==> config.mk <==
export PLATFORM = sky130hd
export DESIGN_NAME = muldiv_seq
export DESIGN_NICKNAME = d
export VERILOG_FILES = /design/src/rtl/muldiv_seq.sv
export SDC_FILE = /design/constraint.sdc
export NUM_CORES = 1
export LEC_CHECK = 0
export ABC_AREA = 0
export CORE_MARGIN = 10
export CORE_UTILIZATION = 45
export DETAILED_ROUTE_END_ITERATION = 8
export PLACE_DENSITY = 0.79
export SLEW_MARGIN = 10
export SYNTH_ARGS = -nofsm -noshare
export SYNTH_HDL_FRONTEND = slang
export SYNTH_SLANG_ARGS = --single-unit
export TNS_END_PERCENT = 20
==> constraint.sdc <==
create_clock -name clk_i -period 3.4 [get_ports clk_i]
set_input_delay 0.68 -clock clk_i [delete_from_list [all_inputs] [get_ports clk_i]]
set_output_delay 0.68 -clock clk_i [all_outputs]
set_load 0.1 [all_outputs]
==> src/rtl/muldiv_seq.sv <==
// muldiv_seq: multi-cycle RV32M multiply/divide sequencer sharing the execute-stage ALU.
// Multiply is shift-add (one ALU ADD per cycle); divide is restoring (one ALU SUB per cycle).
// Optional feature macro: MULDIV_SIGNED_EN (signed MULH/MULHSU/DIV/REM via magnitude + FIX state).
// Ports:
//   clk_i, rst_ni                     clock, async active-low reset
//   req_valid_i/req_ready_o           request handshake; op_i (funct3), a_i (rs1), b_i (rs2)
//   kill_i                            flush: abandon the current operation
//   rsp_valid_o/rsp_ready_i, result_o response handshake and result
//   alu_own_o                         sequencer owns the ALU (ALU input mux select)
//   alu_ctl_o, alu_a_o, alu_b_o       ALU control and operands
//   alu_result_i                      combinational ALU result, same cycle
module muldiv_seq #(
  parameter int unsigned DATA_WIDTH = 32,
  parameter int unsigned ITER_W     = 6
) (
  input  logic                  clk_i,
  input  logic                  rst_ni,
  input  logic                  req_valid_i,
  output logic                  req_ready_o,
  input  logic [2:0]            op_i,
  input  logic [DATA_WIDTH-1:0] a_i,
  input  logic [DATA_WIDTH-1:0] b_i,
  input  logic                  kill_i,
  output logic                  rsp_valid_o,
  input  logic                  rsp_ready_i,
  output logic [DATA_WIDTH-1:0] result_o,
  output logic                  alu_own_o,
  output logic [3:0]            alu_ctl_o,
  output logic [DATA_WIDTH-1:0] alu_a_o,
  output logic [DATA_WIDTH-1:0] alu_b_o,
  input  logic [DATA_WIDTH-1:0] alu_result_i
);

  localparam int unsigned DW = DATA_WIDTH;
  // ALU control encodings shared with the ALU's alu.vh
  localparam logic [3:0]        ALU_ADD = 4'h0;
  localparam logic [3:0]        ALU_SUB = 4'h1;
  localparam logic [ITER_W-1:0] LAST_IT = ITER_W'(DW - 1);

  typedef enum logic [1:0] {S_IDLE, S_CALC, S_FIX, S_DONE} state_t;

  state_t            state;
  logic [ITER_W-1:0] cnt;
  logic [2:0]        op_q;
  logic [DW-1:0]     acc_hi;   // hi (multiply) / rem (divide)
  logic [DW-1:0]     acc_lo;   // lo (multiply) / q (divide)

  logic [DW-1:0]     sh;
  logic [DW-1:0]     s;
  logic              c;
  logic [DW-1:0]     hi_n;
  logic [DW-1:0]     lo_n;
  logic [DW-1:0]     a_next;
  logic [DW-1:0]     a_mag;
  logic [DW-1:0]     b_mag;

  // Result word selection: MUL, DIV, DIVU take the low/quotient half, the rest take hi/rem
  function automatic logic [DW-1:0] res_sel(input logic [2:0] op,
                                             input logic [DW-1:0] hi,
                                             input logic [DW-1:0] lo);
    return ((op == 3'b000) || (op[2:1] == 2'b10)) ? lo : hi;
  endfunction

  // One iteration step, using the ALU result of the current cycle
  always_comb begin
    sh     = {acc_hi[DW-2:0], acc_lo[DW-1]};
    s      = acc_hi;
    c      = 1'b0;
    hi_n   = acc_hi;
    lo_n   = acc_lo;
    a_next = '0;
    if (op_q[2]) begin
      // rem[31] set means the true 33-bit shifted remainder already exceeds the divisor
      if (acc_hi[DW-1] || (sh >= alu_b_o)) begin
        hi_n = alu_result_i;
        lo_n = {acc_lo[DW-2:0], 1'b1};
      end else begin
        hi_n = sh;
        lo_n = {acc_lo[DW-2:0], 1'b0};
      end
      a_next = {hi_n[DW-2:0], lo_n[DW-1]};
    end else begin
      if (acc_lo[0]) begin
        s = alu_result_i;
        c = (alu_result_i < acc_hi);
      end
      {hi_n, lo_n} = {c, s, acc_lo[DW-1:1]};
      a_next = hi_n;
    end
  end

`ifdef MULDIV_SIGNED_EN
  logic          sgn_a;
  logic          sgn_b;
  logic          a_neg;
  logic          b_neg;
  logic          neg_c;
  logic          fix_en;
  logic          fix_neg;
  logic [DW-1:0] fix_result;
  logic [2*DW-1:0] prod_neg;

  // Convert signed operands to magnitudes at accept and record the result sign
  always_comb begin
    sgn_a = (op_i == 3'b001) || (op_i == 3'b010) || (op_i == 3'b100) || (op_i == 3'b110);
    sgn_b = (op_i == 3'b001) || (op_i == 3'b100) || (op_i == 3'b110);
    a_neg = sgn_a & a_i[DW-1];
    b_neg = sgn_b & b_i[DW-1];
    a_mag = a_neg ? (~a_i + DW'(1)) : a_i;
    b_mag = b_neg ? (~b_i + DW'(1)) : b_i;
    // remainder follows the dividend sign; product and quotient follow sign difference
    neg_c = (op_i[2] & op_i[1]) ? a_neg : (a_neg ^ b_neg);
  end

  // Sign correction applied in FIX; MULH* negate the whole 64-bit product
  always_comb begin
    prod_neg   = ~{acc_hi, acc_lo} + (2*DW)'(1);
    fix_result = res_sel(op_q, acc_hi, acc_lo);
    if (fix_neg) begin
      if (!op_q[2])     fix_result = prod_neg[2*DW-1:DW];
      else if (op_q[1]) fix_result = ~acc_hi + DW'(1);
      else              fix_result = ~acc_lo + DW'(1);
    end
  end
`else
  always_comb begin
    a_mag = a_i;
    b_mag = b_i;
  end
`endif

  // Sequencer FSM with registered outputs
  always_ff @(posedge clk_i or negedge rst_ni) begin
    if (!rst_ni) begin
      state       <= S_IDLE;
      cnt         <= '0;
      op_q        <= '0;
      acc_hi      <= '0;
      acc_lo      <= '0;
      req_ready_o <= 1'b1;
      rsp_valid_o <= 1'b0;
      result_o    <= '0;
      alu_own_o   <= 1'b0;
      alu_ctl_o   <= ALU_ADD;
      alu_a_o     <= '0;
      alu_b_o     <= '0;
`ifdef MULDIV_SIGNED_EN
      fix_en      <= 1'b0;
      fix_neg     <= 1'b0;
`endif
    end else begin
      case (state)
        S_IDLE: begin
          if (req_valid_i && req_ready_o && !kill_i) begin
            op_q        <= op_i;
            cnt         <= '0;
            req_ready_o <= 1'b0;
            if (op_i[2] && (b_i == '0)) begin
              // divide by zero: quotient all ones, remainder is the raw dividend
              state       <= S_DONE;
              rsp_valid_o <= 1'b1;
              result_o    <= op_i[1] ? a_i : '1;
            end else begin
              state     <= S_CALC;
              acc_hi    <= '0;
              acc_lo    <= a_mag;
              alu_own_o <= 1'b1;
              alu_ctl_o <= op_i[2] ? ALU_SUB : ALU_ADD;
              alu_a_o   <= op_i[2] ? {{(DW-1){1'b0}}, a_mag[DW-1]} : '0;
              alu_b_o   <= b_mag;
`ifdef MULDIV_SIGNED_EN
              fix_en    <= sgn_a;
              fix_neg   <= neg_c;
`endif
            end
          end
        end

        S_CALC: begin
          if (kill_i) begin
            state       <= S_IDLE;
            req_ready_o <= 1'b1;
            alu_own_o   <= 1'b0;
            alu_ctl_o   <= ALU_ADD;
            alu_a_o     <= '0;
            alu_b_o     <= '0;
          end else begin
            acc_hi  <= hi_n;
            acc_lo  <= lo_n;
            alu_a_o <= a_next;
            cnt     <= cnt + ITER_W'(1);
            if (cnt == LAST_IT) begin
              alu_own_o <= 1'b0;
              alu_ctl_o <= ALU_ADD;
              alu_a_o   <= '0;
              alu_b_o   <= '0;
`ifdef MULDIV_SIGNED_EN
              if (fix_en) state <= S_FIX;
              else
`endif
              begin
                state       <= S_DONE;
                rsp_valid_o <= 1'b1;
                result_o    <= res_sel(op_q, hi_n, lo_n);
              end
            end
          end
        end

`ifdef MULDIV_SIGNED_EN
        S_FIX: begin
          if (kill_i) begin
            state       <= S_IDLE;
            req_ready_o <= 1'b1;
          end else begin
            state       <= S_DONE;
            rsp_valid_o <= 1'b1;
            result_o    <= fix_result;
          end
        end
`endif

        S_DONE: begin
          // kill and consume both return to IDLE; either way the result is gone
          if (kill_i || rsp_ready_i) begin
            state       <= S_IDLE;
            rsp_valid_o <= 1'b0;
            req_ready_o <= 1'b1;
          end
        end

        default: begin
          state       <= S_IDLE;
          req_ready_o <= 1'b1;
          rsp_valid_o <= 1'b0;
        end
      endcase
    end
  end

endmodule

# Yosys cells after proc, flatten, opt, wreduce, memory -nomap -nowiden

Index checks and enable logic that the tools add are counted.

Register bits: 178
Bits in latches: 0
Memory bits (writable): 0
Bits in read-only memories: 0
Input bits: 104
Output and inout port bits: 103
Memories: 0

Add/sub/neg operators: 1
Multipliers: 0
Divide/modulo/power cells: 0
$lt $le $gt $ge: 2
Eq/ne operators: 12
Shift-type cells: 0
Mux-type cells: 63
Bitwise operators: 0
Reduce and logical (&&, ||, !) cells: 20

Operators by type and width:

| cell                                                 | count |
|---|---|
| 2-to-1 mux 32 bit                                    | 25 |
| case mux 32 bit (2 select lines)                     | 5 |
| >= comparator 32 bit                                 | 1 |
| zero test 32 bit                                     | 1 |
| < comparator 32 bit                                  | 1 |
| 2-to-1 mux 1 bit                                     | 16 |
| 2-to-1 mux 4 bit                                     | 4 |
| inequality test 2 bit (second input constant)        | 7 |
| 2-to-1 mux 6 bit                                     | 2 |
| case mux 6 bit (2 select lines)                      | 1 |
| AND reduction 3 bit                                  | 4 |
| 2-to-1 mux 2 bit                                     | 5 |
| AND reduction 5 bit                                  | 2 |
| case mux 4 bit (2 select lines)                      | 1 |
| AND reduction 4 bit                                  | 2 |
| adder 6 x 1 -> 6 bit (second input constant)         | 1 |
| equality test 6 x 5 -> 1 bit (second input constant) | 1 |
| case mux 1 bit (3 select lines)                      | 2 |
| case mux 2 bit (3 select lines)                      | 1 |
| equality test 2 bit (second input constant)          | 2 |
| logical AND 1 bit                                    | 3 |
| zero test 3 bit                                      | 1 |
| logical OR 1 bit                                     | 3 |
| inequality test 3 bit (second input constant)        | 1 |
| other kinds (6)                                      | 6 |

# Longest topological paths before layout

Depth in word-level cells: 8
Mapped depth: 10
Mapped depth without buffers: 9

# Worst setup path after synthesis

Ideal clock, no wire load.

Kind: flip-flop to flip-flop
Start point: register alu_b_o[13]
End point: register alu_a_o[1]
Setup time: 0.123 ns
Data arrival time: 3.120 ns
Setup slack: 0.157 ns
Cell stages (with the launch flop): 11
Clock period less this slack: 3.243 ns
Cells stage by stage: dfrtp_1 inv_1 ha_1 a211oi_2 nor2_1 or3_4 o41a_4 buf_6 o21ai_2 o211ai_2 a32o_1

Longest elaborated chain between the ends: 7

RTL lines:

| what                             | line | RTL |
|---|---|---|
| from (decl)                      | 30   | `output logic [DATA_WIDTH-1:0] alu_b_o,` |
| from (signal assigned)           | 170  | `alu_b_o <= b_mag;` |
| >= comparator 32 bit             | 74   | `if (acc_hi[DW-1] \|\| (sh >= alu_b_o)) begin` |
| logical OR 1 bit                 | 74   |  |
| 2-to-1 mux 32 bit                | 74   |  |
| 2-to-1 mux 32 bit                | 72   | `if (op_q[2]) begin` |
| 2-to-1 mux 32 bit                | 192  | `if (cnt == LAST_IT) begin` |
| 2-to-1 mux 32 bit                | 180  | `if (kill_i) begin` |
| case mux 32 bit (2 select lines) | 152  | `case (state)` |
| to (signal assigned)             | 169  | `alu_a_o <= op_i[2] ? {{(DW-1){1'b0}}, a_mag[DW-1]} : '0;` |
| to (signal assigned)             | 190  | `alu_a_o <= a_next;` |
| to (decl)                        | 29   | `output logic [DATA_WIDTH-1:0] alu_a_o,` |

Every way passes these cells.
A chain may end at the register's enable or synchronous reset.

# Worst setup path in the final report

Start point: register acc_hi[12]
End point: register acc_hi[31]

Longest elaborated chain between the ends: 6
Elaborated cells on any way between the ends: 8
Classes of those cells: 2 x order compare; 5 x mux; 1 x reduce/logical

RTL lines:

| what                                 | line | RTL |
|---|---|---|
| from (decl)                          | 45   | `logic [DW-1:0] acc_hi;` |
| from (signal assigned)               | 188  | `acc_hi <= hi_n;` |
| >= comparator 32 bit                 | 74   |  |
| logical OR 1 bit                     | 74   |  |
| 2-to-1 mux 32 bit                    | 74   |  |
| 2-to-1 mux 32 bit (*)                | 72   |  |
| 2-to-1 mux 32 bit (*)                | 180  |  |
| case mux 32 bit (2 select lines) (*) | 152  |  |

Every way passes the cells marked *; elsewhere a longest branch is shown, timed or not. The select of a mux whose other input is x is not followed.

==> results by group <==
Worst setup path
  – Critical path type: reg -> reg
  – CP Launch Type: flip-flop
  – Critical path capture point type: flip-flop
  – CP Max Fanout: 32
  – WP data arrival: 3.47 ns
  – Required @ worst endpoint: 3.72 ns

CTS
  – Worst-path clk slew: 0.08 ns
  – Cts hold-fix bufs: 0
  – H-tree depth: 4
  – Post-cts resize count: 0
  – Clock Path Buffers: 2
  – Post-CTS setup buffers: 0
  – CTS sink cnt: 175
  – Clk_lat worst skew: 0.45 ns
  – Root Buffer: clkbuf_16
  – CTS tree: done
  – CTS buffer count: 17

Power and ir drop
  – PD cells: 1060 nW/um^2
  – Worst VDD drop: 0.753 mV
  – Static leakage: 6.22 nW

STA
  – FMAX: 0.318 GHz
  – Post-route clock skew: 0.0141 ns
  – Slew Limit Fails: 0
  – Setup TNS: 0 ns
  – Final period util: 92.6%
  – RSZ-0062 raised after global routing: no
  – Setup ws final: 0.251 ns
  – Worst-margin pin slew: 0.979 ns
  – Min Tclk post-route: 3.15 ns
  – Slew headroom: 34.7%
  – Final setup fails: 0
  – Final hold vios: 0
  – Hold_ws: 0.204 ns

Placement
  – Gpl congestion: 0.900
  – Port Buffers: 203
  – DP Worst Slack: 0.168 ns
  – Placed Cells incl. Taps: 1704
  – Post-DP HPWL: 26700 um

Yosys
  – Most instantiated cells after synthesis: nand2_1 (192), dfrtp_1 (174), nor2_1 (103)
  – Post-synth ARST share: 100%
  – Synth top area share: 39.8%
  – Post-Synthesis Cells: 1240
  – Most frequent cell after synthesis: nand2_1
  – Yosys top cell by area: dfrtp_1
  – Post-synthesis sequential area ratio: 40.1%
  – EDFF count, synth: 0
  – Main synth FF type: dfrtp_1
  – Netlist cell types: 57
  – #FFs+latches synth: 175
  – Netlist Area Pre-Place: 10900 um^2
  – Dominant cells by area after synthesis: dfrtp_1 (40%), ha_1 (7.3%), nand2_1 (6.6%)
  – YS warnings: 0
  – Synthesized area per cell: 8.81 um^2

Drt
  – DRT iter0 DRCs: 1047
  – DR vias: 10192
  – DRC: 0
  – Vias per cell: 5.86
  – Antenna viol nets, final: 0
  – Drt total wl: 35900 um
  – Router iterations before antenna repair: 5
  – WL/cell: 20.7 um

Flow run
  – Max-Cap Viols: 0

Global route
  – Tot GR Track Use: 22.8%
  – First-pass GRT wire length: 56200 um
  – Total gr overflow: 0
  – Largest net degree at the start of global routing: 87
  – Initial antenna violation count: 2
  – Vias in the first global route: 10009

Floorplanning
  – Die Area: 30900 um^2
  – Die X: 176 um
  – Num ports: 207
  – Die Y: 176 um
  – Starting Density: 46.2%
  – Placeable Area: 23700 um^2
  – Num rows: 56

Final layout
  – Final net count: 1572
  – Final Core Density: 57.9%
  – Post-route insts no fill: 1738
  – Fillers: 2095
  – Share of post-route cells with drive strength above 1: 16.7%
  – Area growth from synthesis to layout: 25.5%

Hold path
  – Min-delay worst type: in -> async

Outcome
  – Outcome: finished, final reports clean
kinds of logic after synthesis:
| family | synth area share [%] |
|---|---|
| AND/OR/NAND/NOR | 13.9 |
| buffers and inverters | 6.32 |
| AO/OA/AOI/OAI | 27.8 |
| multiplexers | 4.38 |
| other | 0.0343 |
| adder cells (fa/ha/maj) | 7.33 |
| XOR/XNOR | 0.160 |
| flip-flops | 40.1 |
metrics by stage:
step                      total power, mW  area, um^2
after floorplan                      9.95       10900
after global placement               12.1       13100
after detailed placement             12.3       13100
after CTS                            14.5       13700
after global routing                 15.4       13700
final                                14.5       13700
final timing paths:
| kind | startpoint | end | slack (ns) | cells after the start |
|---|---|---|---|---|
| max reg2reg | acc_hi[12]$_DFFE_PN0P_ | acc_hi[31]$_DFFE_PN0P_ | 0.25 | 8 |
| max | acc_hi[12]$_DFFE_PN0P_ | acc_hi[31]$_DFFE_PN0P_ | 0.25 | 8 |
| min in group clk_i | alu_a_o[25]$_DFFE_PN0P_ | alu_a_o[25]$_DFFE_PN0P_ | 0.50 | 1 |
| min reg2reg | alu_a_o[25]$_DFFE_PN0P_ | alu_a_o[25]$_DFFE_PN0P_ | 0.50 | 1 |
| max in group asynchronous | rst_ni | acc_lo[0]$_DFFE_PN0P_ | 2.27 | 2 |
| min | rst_ni | alu_b_o[26]$_DFFE_PN0P_ | 0.20 | 1 |
layer usage:
metal / global-route usage (%) / vias to the layer above / routed length, um
li1: - / 4820 / -
met1: 28.4 / 4875 / 14600
met2: 37.4 / 434 / 17600
met3: 5.45 / 63 / 2720
met4: 8.58 / 0 / 1070
met5: 0 / - / 0
critical path: stages, from the launching register on:
cell      delay, ns
dfrtp_1        0.44
ha_1           0.33
nand4_1        0.17
or3_1          0.45
a221oi_2       0.33
o41a_4         0.61
nor3_1         0.11
a211oi_1       0.45
o31ai_1        0.13
state kept, by name, summed over array words and instances (netlist names):
signal / count
cnt: 6
alu_a_o: 32
req_ready_o: 1
result_o: 32
alu_own_o: 1
op_q: 3
rsp_valid_o: 1
state: 2
acc_hi: 32
acc_lo: 32
alu_ctl_o: 1
alu_b_o: 32
power by group:
group,total (mW),switching (mW),internal [mW]
combinational,8.76,6.24,2.52
sequential,3.62,0.784,2.84
clock,2.16,0.963,1.20
total,14.5,7.99,6.56
cell usage in the layout, fill, tap and decap left out, types with 13 or more instances in the layout:
cell type,count
o21ai_0,76
a31o_1,19
o21ai_1,34
o31a_1,13
nand3_1,21
a31oi_1,13
dfrtp_1,172
clkbuf_16,17
nand2_1,192
mux2_2,15
inv_1,72
a21oi_1,79
ha_1,64
a21o_1,16
mux2i_1,31
o31ai_1,14
nor2_1,102
o21ai_2,30
a32o_1,62
o211ai_1,33
buf_4,126
clkdlybuf4s50_1,102
layout make-up:
cell class | count | area, um^2 | share of cell area, %
tap | 319 | 399 | 2.91
inverter | 72 | 270 | 1.97
clock inverter | 15 | 223 | 1.62
multi-input combinational | 903 | 5910 | 43.1
sequential | 175 | 4380 | 32.0
clock buffer | 17 | 425 | 3.10
antenna | 2 | 5.00 | 0.0365
timing repair buffer | 235 | 2100 | 15.3
Power figures use the tool's default switching activity.
